<file path="config.mk">
export PLATFORM = sky130hd
export DESIGN_NAME = uart_rcu_gen
export DESIGN_NICKNAME = d
export VERILOG_FILES = /design/src/rtl/uart_rx_pkg.sv /design/src/rtl/bit_timer.sv /design/src/rtl/uart_rcu_gen.sv
export SDC_FILE = /design/constraint.sdc
export NUM_CORES = 1
export LEC_CHECK = 0
export BUFFER_PORTS_ARGS = -buffer_cell sky130_fd_sc_hd__buf_2
export CELL_PAD_IN_SITES_DETAIL_PLACEMENT = 1
export CELL_PAD_IN_SITES_GLOBAL_PLACEMENT = 2
export CORE_MARGIN = 2
export CORE_UTILIZATION = 30
export CTS_CLUSTER_SIZE = 20
export DETAILED_ROUTE_END_ITERATION = 6
export PLACE_DENSITY = 0.85
export REMOVE_ABC_BUFFERS = 1
export SYNTH_ARGS = -nofsm -noshare
export SYNTH_HDL_FRONTEND = slang
export SYNTH_SLANG_ARGS = --single-unit
export TNS_END_PERCENT = 10
</file>
<file path="constraint.sdc">
create_clock -name clk -period 1.7 [get_ports clk]
set_clock_uncertainty 0.05 [all_clocks]
set_input_delay 0.51 -clock clk [delete_from_list [all_inputs] [get_ports clk]]
set_output_delay 0.51 -clock clk [all_outputs]
set_load 0.02 [all_outputs]
</file>
<file path="src/rtl/uart_rx_pkg.sv">
// Shared types and helpers for the UART receive control unit.
// The PARITY state exists only when RCU_PARITY_EN is defined.
package uart_rx_pkg;

  localparam int unsigned CPB_MIN   = 4;
  localparam int unsigned CPB_MAX   = 1024;
  localparam int unsigned DBITS_MIN = 5;
  localparam int unsigned DBITS_MAX = 9;
  localparam int unsigned SBITS_MIN = 1;
  localparam int unsigned SBITS_MAX = 2;

  typedef enum logic [2:0] {
    ST_IDLE,
    ST_START,
    ST_DATA,
`ifdef RCU_PARITY_EN
    ST_PARITY,
`endif
    ST_STOP,
    ST_CHK,
    ST_LOAD
  } rcu_state_t;

  // START only waits half a bit so that every later tick lands mid-bit.
  function automatic int unsigned rcu_terminal(input rcu_state_t s, input int unsigned cpb);
    return (s == ST_START) ? (cpb / 2 - 1) : (cpb - 1);
  endfunction

endpackage

</file>
<file path="src/rtl/bit_timer.sv">
// Bit-period counter: ticks at the half or full terminal count, restarts on
// clear or after each tick.
module bit_timer #(
  parameter int unsigned CLKS_PER_BIT = 16
) (
  input  logic clk,
  input  logic rst,
  input  logic clear,
  input  logic half_sel,
  output logic tick
);
  import uart_rx_pkg::*;

  localparam int unsigned CW = $clog2(CLKS_PER_BIT);
  localparam logic [CW-1:0] HALF_TERM = CW'(rcu_terminal(ST_START, CLKS_PER_BIT));
  localparam logic [CW-1:0] FULL_TERM = CW'(rcu_terminal(ST_DATA, CLKS_PER_BIT));

  logic [CW-1:0] cnt_q, cnt_d;

  assign tick = (cnt_q == (half_sel ? HALF_TERM : FULL_TERM));

  always_comb begin
    cnt_d = cnt_q + CW'(1);
    if (clear || tick) cnt_d = '0;
  end

  always_ff @(posedge clk) begin
    if (rst) cnt_q <= '0;
    else     cnt_q <= cnt_d;
  end

endmodule

</file>
<file path="src/rtl/uart_rcu_gen.sv">
// UART receiver control unit: frame sequencing, shift/load strobes, error flags.
// Optional parity checking is compiled in with RCU_PARITY_EN.
//   state  | meaning
//   IDLE   | waiting for start_bit_detected
//   START  | half-bit wait, confirm start bit is still low
//   DATA   | one shift_strobe per data bit
//   PARITY | sample and check parity bit (RCU_PARITY_EN only)
//   STOP   | sample stop bit(s), note framing failure
//   CHK    | publish error flags, decide whether to load
//   LOAD   | one-cycle load_buffer pulse
module uart_rcu_gen #(
  parameter int unsigned CLKS_PER_BIT = 16,
  parameter int unsigned DATA_BITS    = 8,
  parameter int unsigned STOP_BITS    = 1,
  parameter bit          PARITY_ODD   = 1'b0
) (
  input  logic clk,
  input  logic rst,
  input  logic start_bit_detected,
  input  logic serial_in,
  input  logic data_read,
  output logic shift_strobe,
  output logic load_buffer,
  output logic data_ready,
  output logic framing_error,
  output logic parity_error,
  output logic overrun_error,
  output logic busy
);
  import uart_rx_pkg::*;

  localparam int unsigned BW = $clog2(DATA_BITS + 1);

  if (CLKS_PER_BIT < CPB_MIN || CLKS_PER_BIT > CPB_MAX || CLKS_PER_BIT[0] ||
      DATA_BITS < DBITS_MIN || DATA_BITS > DBITS_MAX ||
      STOP_BITS < SBITS_MIN || STOP_BITS > SBITS_MAX) begin : g_bad_cfg
    $error("uart_rcu_gen: unsupported parameter set");
  end

  rcu_state_t    state_q, state_d;
  logic          tick, half_sel, timer_clear, frame_start;
  logic [BW-1:0] bit_cnt_q, bit_cnt_d;
  logic          frm_pend_q, frm_pend_d;
  logic          framing_error_q, framing_error_d;
  logic          data_ready_q, data_ready_d;
  logic          overrun_q, overrun_d;

  bit_timer #(.CLKS_PER_BIT(CLKS_PER_BIT)) u_bit_timer (
    .clk      (clk),
    .rst      (rst),
    .clear    (timer_clear),
    .half_sel (half_sel),
    .tick     (tick)
  );

  assign frame_start = (state_q == ST_IDLE) && start_bit_detected;

  always_ff @(posedge clk) begin
    if (rst) state_q <= ST_IDLE;
    else     state_q <= state_d;
  end

  always_comb begin
    state_d = state_q;
    case (state_q)
      ST_IDLE:  if (start_bit_detected) state_d = ST_START;
      ST_START: if (tick) state_d = serial_in ? ST_IDLE : ST_DATA;
      ST_DATA: begin
        if (tick && (bit_cnt_q == BW'(DATA_BITS - 1))) begin
`ifdef RCU_PARITY_EN
          state_d = ST_PARITY;
`else
          state_d = ST_STOP;
`endif
        end
      end
`ifdef RCU_PARITY_EN
      ST_PARITY: if (tick) state_d = ST_STOP;
`endif
      ST_STOP:  if (tick && (bit_cnt_q == BW'(STOP_BITS - 1))) state_d = ST_CHK;
      ST_CHK:   state_d = frm_pend_q ? ST_IDLE : ST_LOAD;
      ST_LOAD:  state_d = ST_IDLE;
      default:  state_d = ST_IDLE;
    endcase
  end

  always_comb begin
    busy         = (state_q != ST_IDLE);
    load_buffer  = (state_q == ST_LOAD);
    shift_strobe = (state_q == ST_DATA) && tick;
    half_sel     = (state_q == ST_START);
    timer_clear  = (state_d != state_q) || (state_q == ST_IDLE);
  end

  // bit_cnt counts data ticks in DATA and stop ticks in STOP.
  always_comb begin
    bit_cnt_d       = bit_cnt_q;
    frm_pend_d      = frm_pend_q;
    framing_error_d = framing_error_q;
    data_ready_d    = data_ready_q;
    overrun_d       = overrun_q;
    if (timer_clear) bit_cnt_d = '0;
    else if (tick && (state_q == ST_DATA || state_q == ST_STOP)) bit_cnt_d = bit_cnt_q + BW'(1);
    if (frame_start) frm_pend_d = 1'b0;
    else if (state_q == ST_STOP && tick && !serial_in) frm_pend_d = 1'b1;
    if (state_q == ST_CHK) framing_error_d = frm_pend_q;
    if (data_read) begin
      data_ready_d = 1'b0;
      overrun_d    = 1'b0;
    end
    if (state_q == ST_LOAD) begin
      data_ready_d = 1'b1;
      if (data_ready_q && !data_read) overrun_d = 1'b1;
    end
  end

  always_ff @(posedge clk) begin
    if (rst) begin
      bit_cnt_q       <= '0;
      frm_pend_q      <= 1'b0;
      framing_error_q <= 1'b0;
      data_ready_q    <= 1'b0;
      overrun_q       <= 1'b0;
    end else begin
      bit_cnt_q       <= bit_cnt_d;
      frm_pend_q      <= frm_pend_d;
      framing_error_q <= framing_error_d;
      data_ready_q    <= data_ready_d;
      overrun_q       <= overrun_d;
    end
  end

  assign framing_error = framing_error_q;
  assign data_ready    = data_ready_q;
  assign overrun_error = overrun_q;

`ifdef RCU_PARITY_EN
  logic par_acc_q, par_acc_d, par_pend_q, par_pend_d, parity_error_q, parity_error_d;

  always_comb begin
    par_acc_d      = par_acc_q;
    par_pend_d     = par_pend_q;
    parity_error_d = parity_error_q;
    if (frame_start) begin
      par_acc_d  = 1'b0;
      par_pend_d = 1'b0;
    end else if (tick && state_q == ST_DATA) begin
      par_acc_d = par_acc_q ^ serial_in;
    end else if (tick && state_q == ST_PARITY) begin
      par_acc_d  = par_acc_q ^ serial_in;
      par_pend_d = ((par_acc_q ^ serial_in) != PARITY_ODD);
    end
    if (state_q == ST_CHK) parity_error_d = par_pend_q;
  end

  always_ff @(posedge clk) begin
    if (rst) begin
      par_acc_q      <= 1'b0;
      par_pend_q     <= 1'b0;
      parity_error_q <= 1'b0;
    end else begin
      par_acc_q      <= par_acc_d;
      par_pend_q     <= par_pend_d;
      parity_error_q <= parity_error_d;
    end
  end

  assign parity_error = parity_error_q;
`else
  logic unused_parity_cfg;
  assign unused_parity_cfg = PARITY_ODD;
  assign parity_error      = 1'b0;
`endif

endmodule

</file>
# Word level (Yosys, flattened, before mapping)
# Cells that the tools add are included.
[op_classes] add_sub_neg=2 n_eq_ne=8 mux=13 n_reduce_logical=20
[op_table] operator="2-to-1 mux 3 bit" count=5
[op_table] operator="one-hot mux 3 bit (5 select lines)" count=1
[op_table] operator="adder 4 x 1 -> 4 bit, second input constant" count=2
[op_table] operator="logical AND 1 bit" count=8
[op_table] operator="== test 3 x 2 -> 1 bit, second input constant" count=2
[op_table] operator="== test 3 bit, second input constant" count=2
[op_table] operator="OR reduction 2 bit" count=3
[op_table] operator="2-to-1 mux 1 bit" count=5
[op_table] operator="== test 4 x 3 -> 1 bit, second input constant" count=1
[op_table] operator="== test 4 bit" count=1
[op_table] operator="zero test 4 bit" count=1
[op_table] operator="2-to-1 mux 4 bit" count=1
[op_table] operator="== test 3 x 1 -> 1 bit, second input constant" count=1
[op_table] operator="zero test 3 bit" count=1
[op_table] operator="logical OR 1 bit" count=3
[op_table] operator="!= test 3 bit" count=1
[op_table] operator="nonzero test 3 bit" count=1
[op_table] operator="zero test 1 bit" count=2
[op_table] operator="2-to-1 mux 2 bit" count=1
[op_table] operator="nonzero test 2 bit" count=1
[totals] register_bits=15 input_bits=5 out_inout_bits=7 word_cells=50

# Longest topological paths before layout
# Gate-level depths: netlist (run 1).
[logic_depth] word_depth=10 ltp_mapped=7 depth_no_buf=7

# By module
# From an unflattened synthesis (run 1), not the netlist that was laid out.
[unflattened] cells_unflattened=90 hier_area_um2=803.3
[by_module_without_submodules] mod="uart_rcu_gen" n_inst=1 cells_per_inst=74 area_each_um2=638.1
[by_module_without_submodules] mod="bit_timer" n_inst=1 cells_per_inst=16 area_each_um2=165.2

# Worst setup path before layout (run 1)
# OpenSTA, ideal clock, no wires.
[synth_timing] path_type="flip-flop to output port" start="register u_bit_timer.cnt_q[0]" end="output shift_strobe" arrival_ns=1.381 required_time_ns=1.140 path_slack_ns=-0.241 stages_incl_launch_ff=6 path_buffers=1 cell_sequence="dfxtp_1 > ha_1 > and2_1 > and3_1 > buf_4 > nor2b_1"
[synth_via] elab_chain_cells=2
[synth_rtl] item="start: declaration" line_no="bit_timer.sv:18" rtl="logic [CW-1:0] cnt_q, cnt_d;"
[synth_rtl] item="start signal: assignment" line_no="bit_timer.sv:29" rtl="else cnt_q <= cnt_d;"
[synth_rtl] item="== test 4 bit" line_no="bit_timer.sv:20" rtl="assign tick = (cnt_q == (half_sel ? HALF_TERM : FULL_TERM));"
[synth_rtl] item="logical AND 1 bit" line_no="uart_rcu_gen.sv:90" rtl="shift_strobe = (state_q == ST_DATA) && tick;"
[synth_rtl] item="end: declaration" line_no="uart_rcu_gen.sv:22" rtl="output logic shift_strobe,"
# Every way passes these cells.

# Worst setup path in the final report (run 1)
# Same ends and word-level chain as after synthesis.

==> results of run 1 <==
flip-flops by register name, summed over array words and instances, names as in the netlist:
register           flops
framing_error          1
overrun_error          1
data_ready             1
state_q                3
bit_cnt_q              4
u_bit_timer.cnt_q      4
frm_pend_q             1
worst paths after layout:
kind / start / to / cells past startpoint
worst max-delay path: u_bit_timer.cnt_q[0]$_SDFF_PP0_ / shift_strobe / 5
worst min-delay path: data_read / overrun_error$_SDFF_PP0_ / 2
worst max register to register: u_bit_timer.cnt_q[0]$_SDFF_PP0_ / u_bit_timer.cnt_q[3]$_SDFF_PP0_ / 8
worst min register to register: framing_error$_SDFFE_PP0N_ / framing_error$_SDFFE_PP0N_ / 2
placed cells by master (no fill, tap or decap), types with 2 or more instances in the layout:
cell / synthesis / routed
buf_4: 4 / 19
nor2_1: 12 / 12
dfxtp_1: 15 / 10
buf_2: 1 / 8
inv_1: 6 / 6
nand2_1: 6 / 6
a21oi_1: 5 / 5
nor2b_4: 1 / 3
o21ai_0: 3 / 3
xnor2_1: 3 / 3
clkbuf_4: 0 / 3
dfxtp_2: 0 / 3
and2_4: 0 / 2
mux2i_1: 2 / 2
nand4_1: 2 / 2
nor3_2: 1 / 2
nand3b_1: 2 / 2
nand3_1: 2 / 2
nor3b_2: 2 / 2
nor2b_1: 4 / 2
a21boi_0: 2 / 2
xor2_1: 2 / 2
ha_1: 3 / 2
buf_6: 0 / 2
dfxtp_4: 0 / 2
cells by family (layout without fill, tap and decap cells):
kind of cell	count (synthesis)	count (layout)	share of synthesized area, %
other cells	1	1	0.4288
xor+xnor	5	5	5.008
compound gates	18	18	15.02
buf+inv	12	39	7.152
simple gates	44	44	31.47
mux	2	2	2.289
flops	15	15	34.33
fa+ha+maj	3	3	4.292
cell type report:
class                           instances  share of cell area, %
Multi-Input combinational cell         73                  47.79
Sequential cell                        15                  26.86
Timing Repair Buffer                   29                  17.69
Tap cell                               31                  3.344
Clock buffer                            3                  1.942
Inverter                                6                  1.942
Clock inverter                          1                 0.4315
power groups by stage:
stage                     registers, mW  logic [mW]  clock network [mW]
after floorplan                   0.373      0.0625                   0
after global placement            0.370       0.110                   0
after detailed placement          0.371       0.111                   0
after CTS                         0.365       0.115               0.227
after global routing              0.366       0.130               0.244
final                             0.364       0.119               0.211
worst register-to-register path, cell delays in order, from the launching register on:
cell	delay, ns
dfxtp_2	0.35
ha_4	0.15
buf_4	0.13
nand4_1	0.14
nor3_2	0.06
buf_4	0.14
o221ai_1	0.27
nand3_4	0.17
a311oi_2	0.20
per-stage QoR:
step	utilization (%)	setup TNS, ns	cell area (µm²)
2_1_floorplan	-	-0.2514	834.6
3_3_place_gp	38.38	0	1059
3_5_place_dp	38.38	-0.003068	1059
4_1_cts	40.93	-0.4813	1129
5_1_grt	42.06	-1.302	1160
6_report	42.06	-0.4345	1160
layer usage:
layer	track usage, %	wire, µm	vias up
met5	0	0	-
met3	2.902	78	2
met2	25.97	1122	16
met4	5.316	32	0
met1	17.66	968	374
li1	-	-	395
what timing repair did:
| action | 4_1_cts | 5_1_grt |
|---|---|---|
| endpoints found under the setup margin | 3 | 11 |
| pin swaps | 2 | 1 |
| gates resized for setup | 12 | 8 |
| buffers inserted | 1 | 0 |
==> impl_metrics.ini, run 1 <==
[synth]
synth_warnings = 0
syn_avg_cell_area_um2 = 8.746
synth-seq-area-share_pct = 34.33
async_flop_share_pct = 0
ys.flop_type = dfxtp_1
synth_top_cell_area_share_pct = 34.33
synth_edf_count = 0
synth_most_common_cell = dfxtp_1
synth_commonest_cells = 15 x dfxtp_1, 12 x nor2_1, 6 x inv_1, 6 x nand2_1, 5 x a21oi_1
synthTopCellsByArea = dfxtp_1 34%, nor2_1 5.2%, ha_1 4.3%
ys_ff_latch = 15
syn_inst = 100
synth_largest_area_cell = dfxtp_1
synth_cell_types = 39
syn_area_um2 = 874.6

[sta]
hold_ws_ns = 0.3427
drv_slew = 0
final.setup.worst_slack_ns = -0.2117
finalHoldViolCount = 0
setup_viol = 4
fin_crit_sh_pct = 112.5
fmax_mhz = 523.1
rsz0062_at_grt = yes
finalCriticalPeriod_ns = 1.912

[clock_network]
cts_max_level = 1
cts_tree = yes
cts_made_buffers = 3
clock_latency_ns = 0.29
clkTransAtPathRegs_ns = 0.09
cts_hold_buf = 0
clkSinkCount = 15
cts-root-buf = clkbuf_4
cts_max_path_buffers = 2

[critical_path]
crit_type = register to output pin
critPathTopFamily = simple AND/OR/NAND/NOR gates
end_kind = output pin
reg2reg_setup_slack_ns = -0.04
startpoint_type = register
critPathRequiredTime_ns = 1.14
crit_slowest_cell = dfxtp_2
slowest_delay_ns = 0.37
path_max_fanout = 3
crit_buf_inv = 1
crit_chain = ha_4, and2_4, and3_4, nor2b_4, buf_6
arrival_ns = 1.35

[power_and_ir_drop]
ir_worst_vdd_mv = 0.4411
powerDensity_nw_per_um2 = 598.8
internal-power_uw = 502.2
leakagePower_nw = 0.4893
pwr-share-clk_pct = 30.5
p_sw_share_pct = 27.69
power_frac_comb_pct = 17.1
seqPwrFrac_pct = 52.5
p_sw_uw = 192.3
total_power_uw = 694.5

[final_layout]
layout-drive-gt1-share_pct = 44.09
seqCellArea_um2 = 311.5
fillers = 338
num-nets-final = 136
diodes = 0
multi_input_area_um2 = 554.3
areaGrowthSynthToFinish_pct = 32.62
final_cells = 158

[floorplan]
dieArea_um2 = 3363
initial_core_util_pct = 31.72
die_w_um = 58.00
num_io_pins = 12
core-area_um2 = 2758
die-height_um = 58.00
row_count = 19

[global_route]
grt_usage_pct = 14.72
grt_pass1_vias = 824
grt_max_degree = 10
grt.overflow.total = 0
grt_first_pass_wirelength_um = 3788
antenna_found_initial = 0

[drt]
first_pass_iters = 2
wirelength_um = 2202
post_drt_wl_per_cell_um = 13.94
via_per_inst = 4.981
first_iter_violations = 12
vias = 787
drc = 0
drt.antenna.violating_nets = 0

[run_status]
outcome = complete, but fails checks
violations = negative setup slack

[flow_run]
drv_cap = 0

[placement]
dp_cells = 153
dp_hpwl_um = 1642
port_buffers = 10
place.gp.congestion = 0.8199
place_ws_ns = -0.003068

[worst_hold_path]
holdCritPathClass = input pin to register
Note: power is estimated with default switching activity, not from simulation.
==> run 2, diff against run 1 <==
--- a/config.mk
+++ b/config.mk
@@ -9,10 +9,11 @@
 export CELL_PAD_IN_SITES_DETAIL_PLACEMENT = 1
 export CELL_PAD_IN_SITES_GLOBAL_PLACEMENT = 2
 export CORE_MARGIN = 2
-export CORE_UTILIZATION = 30
+export CORE_UTILIZATION = 32
+export CTS_BUF_LIST = sky130_fd_sc_hd__clkbuf_4
 export CTS_CLUSTER_SIZE = 20
 export DETAILED_ROUTE_END_ITERATION = 6
-export PLACE_DENSITY = 0.85
+export PLACE_DENSITY = 0.89
 export REMOVE_ABC_BUFFERS = 1
 export SYNTH_ARGS = -nofsm -noshare
 export SYNTH_HDL_FRONTEND = slang
==> impl_metrics.ini, run 2 (synthesis gave the netlist of run 1 again) <==
[run_status]
outcome = complete, but fails checks
violations = negative setup slack

[critical_path]
path_max_fanout = 2
r2r-start = u_bit_timer.cnt_q[1]$_SDFF_PP0_
r2r_end = bit_cnt_q[3]$_SDFFE_PP0P_
critPathTopFamily = simple AND/OR/NAND/NOR gates
slowest_delay_ns = 0.36
crit_path_start = u_bit_timer.cnt_q[1]$_SDFF_PP0_
crit_buf_inv = 1
crit_chain = ha_4, and2_4, and3_4, nor2b_4, buf_6
reg2reg_depth = 9
startpoint_type = register
end_kind = output pin
critPathRequiredTime_ns = 1.14
crit_type = register to output pin
crit_slowest_cell = dfxtp_2
arrival_ns = 1.36
reg2reg_setup_slack_ns = -0.05

[sta]
finalCriticalPeriod_ns = 1.915
drv_slew = 0
finalSetupTns_ns = -0.5084
finalHoldViolCount = 0
setup_viol = 4
final.setup.worst_slack_ns = -0.2150
fmax_mhz = 522.2
fin_crit_sh_pct = 112.6
rsz0062_at_grt = yes

[global_route]
grt_pass1_vias = 886
antenna_found_initial = 0
grt_max_degree = 9
grt_usage_pct = 15.54
grt.overflow.total = 0
grt_first_pass_wirelength_um = 3919

[drt]
via_per_inst = 5.056
first_pass_iters = 4
post_drt_wl_per_cell_um = 14.08
wirelength_um = 2253
drt.antenna.violating_nets = 0
vias = 809
drc = 0
first_iter_violations = 18

[floorplan]
dieArea_um2 = 3167
row_count = 18
core-area_um2 = 2545
die_w_um = 56.28
die-height_um = 56.28
num_io_pins = 12
initial_core_util_pct = 34.37

[worst_hold_path]
min_from = data_read
whs_endpoint = overrun_error$_SDFF_PP0_
hold_path_depth = 2
holdCritPathClass = input pin to register

[clock_network]
cts_hold_buf = 0
clock_latency_ns = 0.29
cts-root-buf = clkbuf_4
clkSinkCount = 15
cts_tree = yes
cts_max_path_buffers = 2
clkTransAtPathRegs_ns = 0.10
cts_max_level = 1
cts_made_buffers = 3

[power_and_ir_drop]
ir_worst_vdd_mv = 0.4518
leakagePower_nw = 0.5079
total_power_uw = 714.7
powerDensity_nw_per_um2 = 601.3

[final_layout]
final_util_pct = 46.71
fillers = 309
diodes = 0
layout-drive-gt1-share_pct = 45.38
num-nets-final = 139
final_cells = 160
final_common_cell = buf_4
largest_registers = bit_cnt_q: 4 flops, u_bit_timer.cnt_q: 4 flops, state_q: 3 flops
final_cell_mix = 20 x buf_4, 12 x nor2_1, 10 x dfxtp_1, 8 x buf_2
areaGrowthSynthToFinish_pct = 35.91

[placement]
place.gp.congestion = 0.7800
port_buffers = 10
dp_hpwl_um = 1688
dp_cells = 152

[flow_run]
drv_cap = 0
==> run 2: worst max-delay path by stage <==
| stage | end | slack, ns | cells past startpoint |
|---|---|---|---|
| after global placement | shift_strobe | 0.01 | 5 |
| final | shift_strobe | -0.22 | 5 |
| after global routing | shift_strobe | -0.29 | 5 |
| after detailed placement | shift_strobe | -0.05 | 5 |
| after CTS | shift_strobe | -0.22 | 5 |
| after floorplan | shift_strobe | -0.25 | 4 |
==> run 2: area by class of cell <==
cell class	instances	area [µm²]	share of cell area [%]
well taps	30	37.54	3.158
repair buffers	32	235.2	19.79
flip-flops and latches	15	309.0	26.00
inverters	6	22.52	1.895
multi-input cells	73	554.3	46.63
clock buffers	4	30.03	2.526
==> run 2: repair_timing <==
action / 4_1_cts / 5_1_grt
endpoints found under the setup margin: 3 / 12
gates cloned: 0 / 0
setup buffers: 3 / 1
pin swaps: 3 / 1
hold endpoints to repair: 0 / 0
resized for setup: 19 / 3
==> run 2: metal layers <==
metal | wire length [µm] | track usage (%) | up-vias
li1 | - | - | 401
met1 | 1005 | 17.56 | 393
met2 | 1165 | 27.39 | 15
met3 | 82 | 5.300 | 0
met4 | 0 | 4.762 | 0
met5 | 0 | 0 | -
==> run 2: metrics by stage <==
step	hold WS, ns	area (µm²)	setup slack (ns)
floorplan	0.4097	834.6	-0.2514
finish	0.3309	1189	-0.2150
global route	0.3420	1189	-0.2903
detailed placement	0.4491	1057	-0.05169
global placement	0.4259	1057	0.01189
CTS	0.3340	1170	-0.2195
==> run 2: power breakdown <==
part	switching, mW	internal, mW	total (mW)
Sequential	0.00703	0.357	0.364
Clock	0.124	0.107	0.231
Combinational	0.0623	0.0577	0.120
==> run 3, diff against run 2 <==
--- a/config.mk
+++ b/config.mk
@@ -5,15 +5,16 @@
 export SDC_FILE = /design/constraint.sdc
 export NUM_CORES = 1
 export LEC_CHECK = 0
+export ABC_AREA = 1
 export BUFFER_PORTS_ARGS = -buffer_cell sky130_fd_sc_hd__buf_2
 export CELL_PAD_IN_SITES_DETAIL_PLACEMENT = 1
 export CELL_PAD_IN_SITES_GLOBAL_PLACEMENT = 2
 export CORE_MARGIN = 2
-export CORE_UTILIZATION = 32
+export CORE_UTILIZATION = 30
 export CTS_BUF_LIST = sky130_fd_sc_hd__clkbuf_4
 export CTS_CLUSTER_SIZE = 20
 export DETAILED_ROUTE_END_ITERATION = 6
-export PLACE_DENSITY = 0.89
+export PLACE_DENSITY = 0.87
 export REMOVE_ABC_BUFFERS = 1
 export SYNTH_ARGS = -nofsm -noshare
 export SYNTH_HDL_FRONTEND = slang
==> impl_metrics.ini, run 3 <==
[sta]
hold_ws_ns = 0.4123
fmax_mhz = 529.2
finalCriticalPeriod_ns = 1.890
finalHoldViolCount = 0
rsz0062_at_grt = yes
drv_slew = 0
setup_viol = 7
final.setup.worst_slack_ns = -0.1896
fin_crit_sh_pct = 111.2

[final_layout]
multi_input_area_um2 = 548.0
final_area_um2 = 1192
layout-drive-gt1-share_pct = 51.05
fillers = 342
final_cell_mix = 17 x buf_4, 13 x inv_1, 10 x nand2_1, 9 x nor2_2, 9 x dfxtp_1
areaGrowthSynthToFinish_pct = 34.41
seqCellArea_um2 = 307.8
final_cells = 174
num-nets-final = 152
largest_registers = bit_cnt_q: 4 flops, u_bit_timer.cnt_q: 4 flops, state_q: 3 flops
diodes = 0
final_common_cell = buf_4

[synth]
synth.area.mux_share_pct = 0
synth_largest_area_cell = dfxtp_1
synthAdderAreaFrac_pct = 4.231
synth-seq-area-share_pct = 33.85
syn_inst = 113
synth_top_cell_area_share_pct = 33.85
ys.flop_type = dfxtp_1
synth_commonest_cells = 15 x dfxtp_1, 15 x inv_1, 13 x nand2_1, 9 x nor2_1
synth_compound_area_share_pct = 6.347
ys_ff_latch = 15
syn_avg_cell_area_um2 = 7.850
synthSimpleGateAreaFrac_pct = 40.90
synth_cell_types = 28
syn_area_um2 = 887.1
synth_warnings = 0
synth_xor_area_share_pct = 4.937
synth_top_family_by_area = simple AND/OR/NAND/NOR gates
async_flop_share_pct = 0
synthTopCellsByArea = dfxtp_1 34%, inv_1 6.3%, nor2_2 5.6%
synth_edf_count = 0

[clock_network]
clkTransAtPathRegs_ns = 0.09
clock_latency_ns = 0.29
cts_max_path_buffers = 2
cts-root-buf = clkbuf_4
cts_made_buffers = 3
clkSinkCount = 15
cts_max_level = 1
cts_hold_buf = 0
cts_tree = yes

[placement]
port_buffers = 10
place.gp.congestion = 0.8684
place_ws_ns = -0.01705
dp_cells = 162
post_dp_cell_area_um2 = 1036
dp_hpwl_um = 1642

[global_route]
grt_max_degree = 9
grt_first_pass_wirelength_um = 3663
grt_pass1_vias = 835
grt.overflow.total = 0
grt_use_met1_pct = 17.00
antenna_found_initial = 0
met2_usage_pct = 25.36
globalRouteMet3Util_pct = 2.637
grt.busiest_layer = met2
grt_usage_pct = 14.38

[drt]
first_iter_violations = 17
post_drt_wl_per_cell_um = 12.87
first_pass_iters = 3
vias = 819
via_per_inst = 4.707
drt.antenna.violating_nets = 0
drc = 0
wirelength_um = 2239

[floorplan]
die_w_um = 58.38
num_io_pins = 12
dieArea_um2 = 3408
die-height_um = 58.38
core-area_um2 = 2781
row_count = 19
initial_core_util_pct = 31.89

[critical_path]
path_max_fanout = 2
crit_type = register to output pin
critPathRequiredTime_ns = 1.14
end_kind = output pin
arrival_ns = 1.33
startpoint_type = register
reg2reg_depth = 12

[run_status]
violations = negative setup slack
outcome = complete, but fails checks

[power_and_ir_drop]
powerDensity_nw_per_um2 = 556.5
ir_worst_vdd_mv = 0.3265
leakagePower_nw = 0.5780
total_power_uw = 663.6

[worst_hold_path]
hold_path_depth = 2
holdCritPathClass = register to register

[flow_run]
drv_cap = 0
-- run 3: cell count changes in the layout (fill, tap and decap cells not counted), sizes merged, moves of 2 or more --
cell,delta
nand2,+13
o21ai,-3
nor2,+7
xnor2,-2
xor2,+2
and2,-3
nor2b,-5
buf,-5
mux2i,-2
inv,+14
nand3,+8
-- run 3: through the flow --
step	utilization, %	setup TNS (ns)
finish	42.87	-0.2464
global route	42.87	-1.267
CTS	41.48	-0.2571
detailed placement	37.25	-0.01705
global placement	37.25	0
floorplan	-	-0.1522
-- run 3: logic make-up after synthesis --
group,after synthesis
fa+ha+maj,3
compound gates,9
simple gates,59
buf+inv,21
other cells,1
xor+xnor,5
flops,15
-- run 3: final cells by class --
cell class              count  share of cell area (%)
inverters                  20                   6.506
well taps                  31                   3.253
flip-flops and latches     15                   25.81
multi-input cells          77                   45.96
repair buffers             27                   15.95
clock buffers               4                   2.518
-- run 3: what timing repair did --
action                                  in CTS  in global routing
endpoints found under the setup margin       6                 11
gates resized for setup                     15                  8
pin swaps                                    6                  4
setup buffers                                6                  2
-- run 3: power breakdown --
part	internal (mW)	leakage [nW]	total, mW	switching, mW
Clock	0.107	0.0184	0.226	0.118
Sequential	0.355	0.124	0.359	0.00374
Combinational	0.0293	0.436	0.0792	0.0499
-- run 3: path summary, 6_finish.rpt --
check	from	to	slack [ns]
max	u_bit_timer.cnt_q[1]$_SDFF_PP0_	shift_strobe	-0.19
min	overrun_error$_SDFF_PP0_	overrun_error$_SDFF_PP0_	0.41
max reg2reg	u_bit_timer.cnt_q[1]$_SDFF_PP0_	u_bit_timer.cnt_q[0]$_SDFF_PP0_	-0.03
min reg2reg	overrun_error$_SDFF_PP0_	overrun_error$_SDFF_PP0_	0.41
-- run 3: layer usage --
layer	wire length (µm)	vias to the layer above
li1	-	420
met3	63	4
met4	30	0
met5	0	-
met1	1028	384
met2	1115	11
-- run 3: worst max-delay path, cell delays in order (launching register included) --
cell and delay (ns):
dfxtp_2 0.36, ha_4 0.14, nand2_2 0.05, inv_2 0.07, nand2_4 0.07, nor2_8 0.09, inv_2 0.04, nor2_2 0.09
buf_6 0.12
